`src/rtl/fp_serdes.sv`:
```
// Byte-serial front end for an external fp_addsub: loads A and B bytes, captures res, streams it back out.
// Optional macro FP_STATUS_EN appends a {nan, inf, zero, sign} status byte after each result.
module fp_serdes #(
  parameter int LSB_FIRST = 1
) (
  input  logic        clk,
  input  logic        rst,
  input  logic [7:0]  in_data,
  input  logic        in_sub,
  input  logic        in_valid,
  output logic        in_ready,
  output logic [31:0] op_a,
  output logic [31:0] op_b,
  output logic        op_sub,
  input  logic [31:0] res,
  output logic [7:0]  out_data,
  output logic        out_valid,
  input  logic        out_ready
);

  typedef enum logic [2:0] {
    LOAD_A,
    LOAD_B,
    CAPTURE,
`ifdef FP_STATUS_EN
    STATUS,
`endif
    SEND
  } state_t;

  state_t      state;
  logic [1:0]  cnt;
  logic [1:0]  cnt_inc;
  logic [31:0] result;

  assign cnt_inc = cnt + 2'd1;

  // Bit offset of byte slot c within a 32-bit word, honouring the byte order.
  function automatic logic [4:0] lane(input logic [1:0] c);
    lane = {((LSB_FIRST != 0) ? c : 2'd3 - c), 3'b000};
  endfunction

  function automatic logic [31:0] put_byte(input logic [31:0] w, input logic [1:0] c,
                                           input logic [7:0] b);
    put_byte = w;
    put_byte[lane(c) +: 8] = b;
  endfunction

  function automatic logic [7:0] get_byte(input logic [31:0] w, input logic [1:0] c);
    get_byte = w[lane(c) +: 8];
  endfunction

`ifdef FP_STATUS_EN
  logic [7:0] status;
  logic [7:0] flags;
  always_comb begin
    flags = {4'b0000,
             (&res[30:23]) & (|res[22:0]),
             (&res[30:23]) & ~(|res[22:0]),
             ~(|res[30:0]),
             res[31]};
  end
`endif

  always_ff @(posedge clk) begin
    if (rst) begin
      state     <= LOAD_A;
      cnt       <= 2'd0;
      op_a      <= 32'd0;
      op_b      <= 32'd0;
      op_sub    <= 1'b0;
      result    <= 32'd0;
      in_ready  <= 1'b1;
      out_valid <= 1'b0;
      out_data  <= 8'd0;
`ifdef FP_STATUS_EN
      status    <= 8'd0;
`endif
    end else begin
      case (state)
        LOAD_A: if (in_valid && in_ready) begin
          op_a <= put_byte(op_a, cnt, in_data);
          cnt  <= cnt_inc;
          if (cnt == 2'd3) state <= LOAD_B;
        end
        LOAD_B: if (in_valid && in_ready) begin
          op_b <= put_byte(op_b, cnt, in_data);
          cnt  <= cnt_inc;
          if (cnt == 2'd3) begin
            op_sub   <= in_sub;
            in_ready <= 1'b0;
            state    <= CAPTURE;
          end
        end
        // res settles from the operands registered on the previous edge.
        CAPTURE: begin
          result    <= res;
          out_data  <= get_byte(res, 2'd0);
          out_valid <= 1'b1;
          state     <= SEND;
`ifdef FP_STATUS_EN
          status    <= flags;
`endif
        end
        SEND: if (out_ready) begin
          cnt <= cnt_inc;
          if (cnt == 2'd3) begin
`ifdef FP_STATUS_EN
            out_data  <= status;
            state     <= STATUS;
`else
            out_data  <= 8'd0;
            out_valid <= 1'b0;
            in_ready  <= 1'b1;
            state     <= LOAD_A;
`endif
          end else begin
            out_data <= get_byte(result, cnt_inc);
          end
        end
`ifdef FP_STATUS_EN
        STATUS: if (out_ready) begin
          out_data  <= 8'd0;
          out_valid <= 1'b0;
          in_ready  <= 1'b1;
          state     <= LOAD_A;
        end
`endif
        default: state <= LOAD_A;
      endcase
    end
  end

endmodule
```
`config.mk`:
```
export PLATFORM = sky130hd
export DESIGN_NAME = fp_serdes
export DESIGN_NICKNAME = d
export VERILOG_FILES = /design/src/rtl/fp_serdes.sv
export SDC_FILE = /design/constraint.sdc
export NUM_CORES = 1
export LEC_CHECK = 0
export CAP_MARGIN = 10
export CORE_ASPECT_RATIO = 0.75
export CORE_MARGIN = 5
export CORE_UTILIZATION = 50
export DETAILED_ROUTE_END_ITERATION = 8
export DONT_BUFFER_PORTS = 1
export GPL_TIMING_DRIVEN = 0
export PLACE_DENSITY = 0.75
export SETUP_SLACK_MARGIN = 0.15
export SYNTH_ARGS = -nofsm -noshare
export SYNTH_HDL_FRONTEND = slang
export SYNTH_SLANG_ARGS = --single-unit
```
`constraint.sdc`:
```
create_clock -name clk -period 2.5 [get_ports clk]
set_input_delay 0.5 -clock clk [delete_from_list [all_inputs] [get_ports clk]]
set_output_delay 0.5 -clock clk [all_outputs]
set_load 0.005 [all_outputs]
```
After elaboration in Yosys (flattened, before gate mapping) --
Index checks and enable logic that the tools add are counted.
Storage, ports and cells: register bits after elaboration 112, latch bits 0, memory bits (writable) 0, bits in read-only memories 0, bits of input ports 45, logic and storage cells 61, memories 0
Cells by class: $add $sub $neg 2, multiply operators 0, div/mod/pow operators 0, $lt $le $gt $ge 0, eq/ne operators 11, shift operators 3, muxes and demuxes 22, bitwise logic cells 0, reduce and logical (&&, ||, !) cells 14
Operators with widths (number):
- bitwise mux 32 bit | 2
- variable shift 8 x 7 -> 32 bit (first input constant) | 1
- variable part select 32 x 6 -> 8 bit | 1
- variable part select 8 x 7 -> 32 bit | 1
- two-way mux 3 bit | 6
- two-way mux 8 bit | 2
- one-hot mux 8 bit (2 select lines) | 1
- inequality test 2 bit (second input constant) | 6
- one-hot mux 3 bit (4 select lines) | 1
- AND reduction 3 bit | 3
- negation 5 -> 7 bit | 1
- equality test 3 x 2 -> 1 bit (second input constant) | 2
- AND reduction 2 bit | 3
- AND reduction 6 bit | 1
- nonzero test 2 bit | 3
- two-way mux 1 bit | 5
- AND reduction 5 bit | 1
- two-way mux 2 bit | 2
- one-hot mux 1 bit (2 select lines) | 2
- one-hot mux 2 bit (2 select lines) | 1
- equality test 3 x 1 -> 1 bit (second input constant) | 1
- logical NOT 3 bit | 1
- adder 2 x 1 -> 2 bit (second input constant) | 1
- equality test 2 bit (second input constant) | 1
- 3 further kinds | 3

Depth between registers and ports, before layout --
Gate-level depths: netlist of the first run.
depth in word-level cells 5, gate-level depth with buffers 10, mapped depth without buffers 5

Least setup slack after synthesis of the first run --
OpenSTA, ideal clock, no wires.
path type reg2reg, from register cnt[0], to register out_data[1], library setup time 0.140 ns, data arrival time 2.020 ns, setup slack 0.340 ns, cell stages (with the launch flop) 9, path buffers 3, clock period less this slack 2.160 ns, cells stage by stage dfxtp_1 -> buf_2 -> buf_2 -> inv_1 -> ha_1 -> buf_6 -> mux4_2 -> nand2_1 -> a211oi_2
On the way: cells in the longest elaborated chain, start to end 5, elaborated cells between the ends (all ways) 6, classes of those cells add/sub: 1; eq/ne: 1; shift: 1; mux: 3
Ends and longest elaborated chain:
- start, declared | line 32 | logic [1:0] cnt;
- start signal, assigned | line 83 | cnt <= cnt_inc;
- start signal, assigned | line 88 | cnt <= cnt_inc;
- start signal, assigned | line 106 | cnt <= cnt_inc;
- adder 2 x 1 -> 2 bit | line 36 | assign cnt_inc = cnt + 2'd1;
- via cnt_inc[0] | line 33 | logic [1:0] cnt_inc;
- variable part select 32 x 6 -> 8 bit | line 50 | get_byte = w[lane(c) +: 8];
- two-way mux 8 bit | line 107 | if (cnt == 2'd3) begin
- two-way mux 8 bit | line 105 | SEND: if (out_ready) begin
- one-hot mux 8 bit (2 select lines) | line 80 | case (state)
- end signal, assigned | line 98 | out_data <= get_byte(res, 2'd0);
- end signal, assigned | line 118 | out_data <= get_byte(result, cnt_inc);
- end, declared | line 16 | output logic [7:0] out_data,
The timed path passes the listed nets, and every way through them passes these cells. The select of a mux whose other input is x is not followed. A chain may end at the register's enable or synchronous reset.

Final worst setup path of the first run --
from register cnt[0], to register out_data[6]
The elaborated chain is that of the path after synthesis.

==> reports/metrics.yaml, run 1 <==
layout:
  diodes: 0
  final_common_cell: "dfxtp_1"
  area.growth.synth_to_final_pct: 10.7
  fillers: 819
  layout-drive-gt1-share: 0.115
  layout_common_cells: "dfxtp_1 (111), nand2_1 (65), nor2_1 (57)"
  instances_no_fill: 659
  num-nets-final: 582
critical_path:
  crit_arrival_ns: 2.46
  worstPathMaxFanout: 10
  worstPathRequired_ns: 2.70
  startpoint_type: "register"
  cp-end-kind: "register"
  reg2regPathDepth: 8
  critPathKind: "register to register"
  r2r_slack_ns: 0.24
placed_design:
  portBuffers: 0
  dp_hpwl_um: 9290
  place.gp.congestion: 0.877
  post-place-cells: 640
  dp_slack_ns: -0.0698
timing:
  slew_violations: 0
  slew_headroom: 0.535
  whs_ns: 0.293
  fmax_ghz: 0.442
  finalCritPeriodShare: 0.905
  layout_min_cycle_time_ns: 2.26
  skew_ns: 0.00830
  tightestPinTransition_ns: 0.697
  finalHoldViolCount: 0
  rsz0062_at_grt: "no"
  fin_tns_setup_ns: 0
  setup_ws_ns: 0.238
  setup_viol: 0
floorplanning:
  core_mm2: 0.00912
  start_util: 0.516
  dieArea_mm2: 0.0115
  dieHeight_um: 94.0
  chipWidth_um: 122
  rows: 30
  pin_count: 120
routing:
  wirelength_um: 12800
  routedWlPerCell_um: 19.5
  ant_nets: 0
  dr.first_iter.drc_count: 271
  vias: 3885
  drc: 0
  avgViaCountPerCell: 5.90
  drtPass1Iterations: 5
worst_hold_path:
  min_path_cells: 2
  hp-class: "input pin to register"
yosys:
  synth-xor-area-share: 0
  ys_seq_area_frac: 0.472
  syn_nets: 568
  avgSynthCellArea_um2: 9.19
  synth_fa_ha_area_frac: 0.0292
  netlist_instances: 512
  yosysWarnings: 0
  yosys_register_bits: 111
  synth_top_family_by_area: "simple AND/OR/NAND/NOR gates"
  synth-simple-area-share: 0.206
  synth_mux_area_frac: 0.114
  synth_compound_area_frac: 0.127
  ys_types: 38
  syn_area_mm2: 0.00471
clocking:
  cts_buffers: 9
  clock_latency_ns: 0.35
  clkSinkCount: 111
  htree_levels: 3
  path_clk_slew_ns: 0.07
  cts_tree: "yes"
  clockRootBuffer: "clkbuf_16"
  clk_path_buf_depth: 2
power_and_ir_drop:
  powerDensity_mw_per_mm2: 702
  p_leak_nw: 1.74
  ir_worst_vdd_mv: 0.444
global_route:
  grt_antenna_before_repair: 0
  grt_pass1_vias: 3602
  grt_pass1_wl_um: 19700
  grt_max_degree: 19
  grtUsageTotal: 0.222
  gr-total-overflow: 0
job:
  cap_violations: 0
outcome:
  status: "complete, no violations"
[stage by stage]
stage | total power, W | area [µm²] | utilization
after floorplan | 0.00219 | 4710 | -
after global placement | 0.00228 | 4870 | 0.533
after detailed placement | 0.00230 | 4870 | 0.533
after CTS | 0.00368 | 5180 | 0.568
after global routing | 0.00381 | 5210 | 0.571
final | 0.00366 | 5210 | 0.571
[Yosys cell counts]
| cell | n | share of area |
|---|---|---|
| and4_1 | 6 | 0.011 |
| mux4_2 | 7 | 0.034 |
| inv_1 | 4 | 0.0032 |
| or4_1 | 1 | 0.0016 |
| a211oi_1 | 2 | 0.0032 |
| mux2i_1 | 34 | 0.072 |
| nor2_1 | 57 | 0.045 |
| a2111o_1 | 1 | 0.0024 |
| and3_1 | 2 | 0.0027 |
| nor2b_1 | 4 | 0.0053 |
| nand4_1 | 8 | 0.011 |
| dfxtp_1 | 111 | 0.47 |
| o21bai_1 | 1 | 0.0016 |
| nand2b_1 | 4 | 0.0053 |
| buf_4 | 1 | 0.0016 |
| a32oi_1 | 16 | 0.030 |
| a21boi_0 | 1 | 0.0016 |
| or4b_1 | 1 | 0.0021 |
| buf_1 | 2 | 0.0016 |
| a21boi_1 | 1 | 0.0016 |
| mux4_1 | 1 | 0.0056 |
| nand3_1 | 47 | 0.050 |
| nor4bb_1 | 1 | 0.0021 |
| and4bb_2 | 1 | 0.0027 |
| o21ai_0 | 9 | 0.0096 |
| buf_2 | 20 | 0.021 |
| nor4b_4 | 2 | 0.010 |
| and4bb_1 | 1 | 0.0027 |
| a221o_1 | 1 | 0.0021 |
| ha_1 | 11 | 0.029 |
| mux2_2 | 1 | 0.0024 |
| buf_6 | 2 | 0.0048 |
| a211oi_2 | 6 | 0.016 |
| clkbuf_1 | 24 | 0.019 |
| and4b_1 | 1 | 0.0021 |
| a21oi_1 | 53 | 0.056 |
| nand2_1 | 65 | 0.052 |
| o31ai_1 | 2 | 0.0032 |
[cell families after synthesis]
logic type	after synthesis
and+or+nand+nor	201
DFF	111
AOI/OAI and AO/OA	93
buffers and inverters	53
muxes	43
adders and majority gates	11
[repair_timing]
item,4_1_cts,5_1_grt
setup buffers,0,3
gates resized for setup,5,3
setup endpoints to repair,56,33
hold buffers,0,0
pin swaps,1,2
[report_power, final]
part / total, W / switching, W / internal, W
Clock: 0.00138 / 0.000644 / 0.000738
Sequential: 0.00184 / 0.0000382 / 0.00180
Combinational: 0.000434 / 0.000276 / 0.000158
Total: 0.00366 / 0.000958 / 0.00270
[final timing paths]
| path | start | end |
|---|---|---|
| max | cnt[0] | out_data[6] |
| min | in_sub | op_sub |
| max reg2reg | cnt[0] | out_data[6] |
| min reg2reg | op_b[11] | op_b[11] |
[state kept, by name (all words and copies together), names as in the netlist]
signal / count
op_b: 32
out_valid: 1
cnt: 2
op_a: 32
in_ready: 1
out_data: 8
op_sub: 1
result: 32
state: 2
[worst max-delay path, cell delays in order, from the launching register on]
cell and delay (ns):
dfxtp_1 0.38, buf_4 0.20, buf_6 0.18, inv_1 0.11, ha_4 0.33, buf_6 0.19, mux4_2 0.54, nand2_1 0.11
a211oi_2 0.06
[layer usage]
metal / GRT usage / vias to the layer above / wire length (µm)
met5: 0 / - / 0
met4: 0.0644 / 0 / 182
met3: 0.0765 / 17 / 1490
met2: 0.340 / 173 / 5770
met1: 0.296 / 1868 / 5380
li1: - / 1827 / -
[area by class of cell]
class / instances / area [µm²] / area share
clock inverters: 5 / 38.8 / 0.00744
multi-input cells: 348 / 2260 / 0.434
repair buffers: 3 / 22.5 / 0.00432
plain buffers: 49 / 239 / 0.0459
clock buffers: 11 / 253 / 0.0485
inverters: 4 / 15.0 / 0.00288
well taps: 128 / 160 / 0.0307
flip-flops and latches: 111 / 2220 / 0.427
Note: power is estimated with default switching activity, not from simulation.
==> run 2: changes to the inputs <==
--- a/config.mk
+++ b/config.mk
@@ -5,13 +5,13 @@
 export SDC_FILE = /design/constraint.sdc
 export NUM_CORES = 1
 export LEC_CHECK = 0
-export CAP_MARGIN = 10
 export CORE_ASPECT_RATIO = 0.75
 export CORE_MARGIN = 5
 export CORE_UTILIZATION = 50
 export DETAILED_ROUTE_END_ITERATION = 8
 export DONT_BUFFER_PORTS = 1
 export GPL_TIMING_DRIVEN = 0
+export MAX_ROUTING_LAYER = met4
 export PLACE_DENSITY = 0.75
 export SETUP_SLACK_MARGIN = 0.15
 export SYNTH_ARGS = -nofsm -noshare
==> reports/metrics.yaml, run 2 (same netlist as run 1, synthesis figures left out) <==
outcome:
  status: "complete, no violations"
floorplanning:
  chipWidth_um: 122
  pin_count: 120
  start_util: 0.516
  rows: 30
  core_mm2: 0.00912
  dieArea_mm2: 0.0115
  dieHeight_um: 94.0
global_route:
  gr-total-overflow: 0
  grt_antenna_before_repair: 0
  grt_pass1_wl_um: 19700
  grtUsageTotal: 0.228
  grt_max_degree: 19
  grt_pass1_vias: 3604
critical_path:
  r2r_slack_ns: 0.23
  crit_chain: "buf_4 -> buf_6 -> inv_1 -> ha_4 -> buf_6 -> mux4_2 -> nand2_1 -> a211oi_2"
  startpoint_type: "register"
  worstPathMaxFanout: 10
  cp-end-kind: "register"
  worstPathRequired_ns: 2.70
  reg2regPathDepth: 8
  critPathKind: "register to register"
  max_stage_delay_ns: 0.54
  slowest_stage: "mux4_2"
  r2r-end: "out_data[6]"
  critPathBufInv: 4
  crit_arrival_ns: 2.47
  reg2reg_from: "cnt[0]"
  crit_top_cell: "buf_6"
  crit_family: "buffers and inverters"
routing:
  vias: 3874
  dr.first_iter.drc_count: 315
  routedWlPerCell_um: 19.4
  ant_nets: 0
  drc: 0
  drtPass1Iterations: 5
  wirelength_um: 12800
  avgViaCountPerCell: 5.88
worst_hold_path:
  hp-class: "input pin to register"
  min_path_cells: 2
  min-delay-start: "in_sub"
  holdPathEnd: "op_sub"
power_and_ir_drop:
  p_leak_nw: 1.74
  seqPwrFrac: 0.503
  powerDensity_mw_per_mm2: 703
  power_frac_clock: 0.378
  ir_worst_vdd_mv: 0.445
  swShare: 0.263
  intPower_w: 0.00270
  p_comb_frac: 0.119
  switchingPower_w: 0.000963
clocking:
  cts_buffers: 9
  htree_levels: 3
  clkSinkCount: 111
  path_clk_slew_ns: 0.07
  cts_tree: "yes"
  clock_latency_ns: 0.35
  clk_path_buf_depth: 2
  postCtsHoldBufs: 0
  clockRootBuffer: "clkbuf_16"
placed_design:
  dp_hpwl_um: 9290
  portBuffers: 0
  dp_slack_ns: -0.0698
  place.gp.congestion: 0.891
timing:
  skew_ns: 0.00883
  setup_ws_ns: 0.230
  finalHoldViolCount: 0
  fin_tns_setup_ns: 0
  setup_viol: 0
  finalCritPeriodShare: 0.908
  whs_ns: 0.292
  tightestPinTransition_ns: 0.697
  fmax_ghz: 0.441
  layout_min_cycle_time_ns: 2.27
  slew_headroom: 0.535
  rsz0062_at_grt: "no"
  slew_violations: 0
layout:
  final_common_cell: "dfxtp_1"
  reg_top3: "op_a x32, op_b x32, result x32"
  layout_common_cells: "dfxtp_1 (111), nand2_1 (65), nor2_1 (57)"
  num-nets-final: 582
  layout-drive-gt1-share: 0.115
  area.growth.synth_to_final_pct: 10.7
  diodes: 0
job:
  cap_violations: 0
## run 2: cell counts in the layout (fill, tap and decap cells not counted)
Identical to the previous run, type by type.
## run 2: metrics by stage
| step | cells | util | total power, W | instance area [µm²] |
|---|---|---|---|---|
| 2_1_floorplan | 512 | - | 0.00219 | 4710 |
| 3_3_place_gp | 640 | 0.533 | 0.00228 | 4870 |
| 3_5_place_dp | 640 | 0.533 | 0.00230 | 4870 |
| 4_1_cts | 656 | 0.568 | 0.00368 | 5180 |
| 5_1_grt | 659 | 0.571 | 0.00381 | 5210 |
| 6_report | 659 | 0.571 | 0.00366 | 5210 |
## run 2: cell type report
class / instances / area (µm²)
clock inverters: 5 / 38.8
fillers: 819 / 3910
repair buffers: 3 / 22.5
clock buffers: 11 / 253
flip-flops and latches: 111 / 2220
plain buffers: 49 / 239
inverters: 4 / 15.0
multi-input cells: 348 / 2260
well taps: 128 / 160
## run 2: metal layers
metal  up-vias  track usage  wire length, µm
li1       1829            -                -
met1      1860        0.301             5520
met2       168        0.339             5790
met4         0       0.0644              181
met5         -            -                0
met3        17       0.0692             1290
## run 2: worst register-to-register path, delay by kind of cell, from the launching register on
kind | cells | cell delay, ns
adder cells (fa/ha/maj) | 1 | 0.33
AND/OR/NAND/NOR | 1 | 0.12
multiplexers | 1 | 0.55
buffers and inverters | 4 | 0.69
AO/OA/AOI/OAI | 1 | 0.06
flip-flops | 1 | 0.38
## run 2: worst max path at each step
stage | start | endpoint | depth (start not counted)
final | cnt[0] | out_data[6] | 8
after global routing | cnt[0] | out_data[5] | 8
after CTS | cnt[0] | op_b[28] | 9
after detailed placement | cnt[0] | op_b[28] | 8
after global placement | cnt[0] | out_data[6] | 8
after floorplan | cnt[0] | out_data[1] | 8
## run 2: repair_timing
item	in CTS	in global routing
pin swaps	1	2
gates resized for setup	5	3
setup buffers	0	3
endpoints found under the setup margin	56	33
## run 2: power by group through the flow
stage               clock, W  combinational (W)  sequential [W]
finish               0.00139           0.000436         0.00184
global route         0.00149           0.000472         0.00185
CTS                  0.00141           0.000426         0.00184
detailed placement         0           0.000413         0.00188
global placement           0           0.000401         0.00188
floorplan                  0           0.000320         0.00187
==> run 3: changes to the inputs <==
--- a/config.mk
+++ b/config.mk
@@ -7,12 +7,12 @@
 export LEC_CHECK = 0
 export CORE_ASPECT_RATIO = 0.75
 export CORE_MARGIN = 5
-export CORE_UTILIZATION = 50
+export CORE_UTILIZATION = 63
 export DETAILED_ROUTE_END_ITERATION = 8
 export DONT_BUFFER_PORTS = 1
 export GPL_TIMING_DRIVEN = 0
 export MAX_ROUTING_LAYER = met4
-export PLACE_DENSITY = 0.75
+export PLACE_DENSITY = 0.89
 export SETUP_SLACK_MARGIN = 0.15
 export SYNTH_ARGS = -nofsm -noshare
 export SYNTH_HDL_FRONTEND = slang
==> reports/metrics.yaml, run 3 (same netlist as run 1, synthesis figures left out) <==
outcome:
  status: "complete, no violations"
clocking:
  path_clk_slew_ns: 0.11
  cts_buffers: 9
  postCtsHoldBufs: 0
  cts_tree: "yes"
  htree_levels: 3
  clockRootBuffer: "clkbuf_8"
  clk_path_buf_depth: 2
  clock_latency_ns: 0.37
  clkSinkCount: 111
routing:
  wirelength_um: 12600
  drtPass1Iterations: 5
  routedWlPerCell_um: 20.0
  avgViaCountPerCell: 6.31
  dr.first_iter.drc_count: 400
  ant_nets: 0
  vias: 3979
  drc: 0
layout:
  layout-drive-gt1-share: 0.113
  diodes: 0
  final_cell_area_mm2: 0.00507
  reg_top3: "op_a x32, op_b x32, result x32"
  multi_input_area_mm2: 0.00226
  instances_no_fill: 631
  fillers: 558
  layout_common_cells: "dfxtp_1 (111), nand2_1 (65), nor2_1 (57)"
  area.growth.synth_to_final_pct: 7.68
  final_common_cell: "dfxtp_1"
  num-nets-final: 581
  final-seq-area_mm2: 0.00222
  final_core_util: 0.694
timing:
  fmax_ghz: 0.446
  setup_viol: 0
  slew_headroom: 0.561
  layout_min_cycle_time_ns: 2.24
  finalCritPeriodShare: 0.897
  slew_violations: 0
  finalHoldViolCount: 0
  tightestPinTransition_ns: 0.659
  fin_tns_setup_ns: 0
  skew_ns: 0.0124
  rsz0062_at_grt: "no"
global_route:
  gr-usage-met2: 0.412
  met3_usage: 0.0928
  grt_pass1_vias: 3725
  grt_pass1_wl_um: 19700
  grt_max_degree: 21
  gr-total-overflow: 0
  met1_usage: 0.372
  top_usage_layer: "met2"
  grtUsageTotal: 0.279
  grt_antenna_before_repair: 0
placed_design:
  portBuffers: 0
  post-place-cells: 613
  dp_hpwl_um: 9240
  place.gp.congestion: 0.920
  place_area_mm2: 0.00483
critical_path:
  crit_top_cell: "buf_6"
  crit_arrival_ns: 2.48
  cp-end-kind: "register"
  critPathBufInv: 4
  worstPathRequired_ns: 2.74
  slowest_stage: "mux4_2"
  critPathKind: "register to register"
  startpoint_type: "register"
  crit_chain: "buf_4 -> buf_6 -> inv_1 -> ha_4 -> buf_6 -> mux4_2 -> nand2_1 -> a211oi_2"
  worstPathMaxFanout: 10
  max_stage_delay_ns: 0.54
  crit_family: "buffers and inverters"
power_and_ir_drop:
  p_leak_nw: 1.68
  ir_worst_vdd_mv: 0.373
  powerDensity_mw_per_mm2: 651
floorplanning:
  chipWidth_um: 110
  dieArea_mm2: 0.00932
  rows: 27
  start_util: 0.645
  dieHeight_um: 84.8
  core_mm2: 0.00730
  pin_count: 120
worst_hold_path:
  hp-class: "input pin to register"
job:
  cap_violations: 0
[run 3: worst paths after layout]
kind / slack [ns] / cells after the start / end / startpoint
hold / removal: 0.26 / 2 / op_sub / in_sub
setup reg to reg: 0.26 / 8 / out_data[5] / cnt[0]
setup / recovery: 0.26 / 8 / out_data[5] / cnt[0]
hold reg to reg: 0.48 / 2 / op_sub / op_sub
[run 3: layout make-up]
type / count / area share
plain buffers: 49 / 0.0472
clock buffers: 9 / 0.0244
clock inverters: 7 / 0.0131
inverters: 4 / 0.00296
multi-input cells: 348 / 0.446
flip-flops and latches: 111 / 0.439
well taps: 101 / 0.0249
repair buffers: 2 / 0.00296
[run 3: timing repair]
item,CTS,global route
gates resized for setup,4,3
endpoints found under the hold margin,0,0
endpoints found under the setup margin,51,35
setup buffers,0,2
pin swaps,0,1
[run 3: power breakdown]
group          total [W]  switching (W)  leakage, nW  internal (W)
Combinational   0.000435       0.000277        0.693      0.000158
Clock            0.00102       0.000639       0.0949      0.000385
Sequential       0.00184      0.0000371        0.895       0.00180
[run 3: per-layer routing]
layer	part of all wire	vias to the layer above	wire length (µm)
li1	-	1828	-
met4	0.024	0	308
met2	0.45	231	5690
met1	0.41	1880	5100
met5	0	-	0
met3	0.12	40	1500
[run 3: per-stage QoR]
step | hold slack, ns | setup WS (ns) | power [W]
floorplan | 0.451 | 0.340 | 0.00219
global placement | 0.465 | 0.00318 | 0.00227
detailed placement | 0.471 | -0.0471 | 0.00229
CTS | 0.241 | 0.153 | 0.00330
global route | 0.252 | 0.123 | 0.00345
finish | 0.255 | 0.259 | 0.00330
[run 3: worst reg2reg max path, cell delays in order, from the launching register on]
cell	delay, ns
dfxtp_1	0.38
buf_4	0.20
buf_6	0.18
inv_1	0.12
ha_4	0.34
buf_6	0.18
mux4_2	0.55
nand2_1	0.11
a211oi_2	0.06
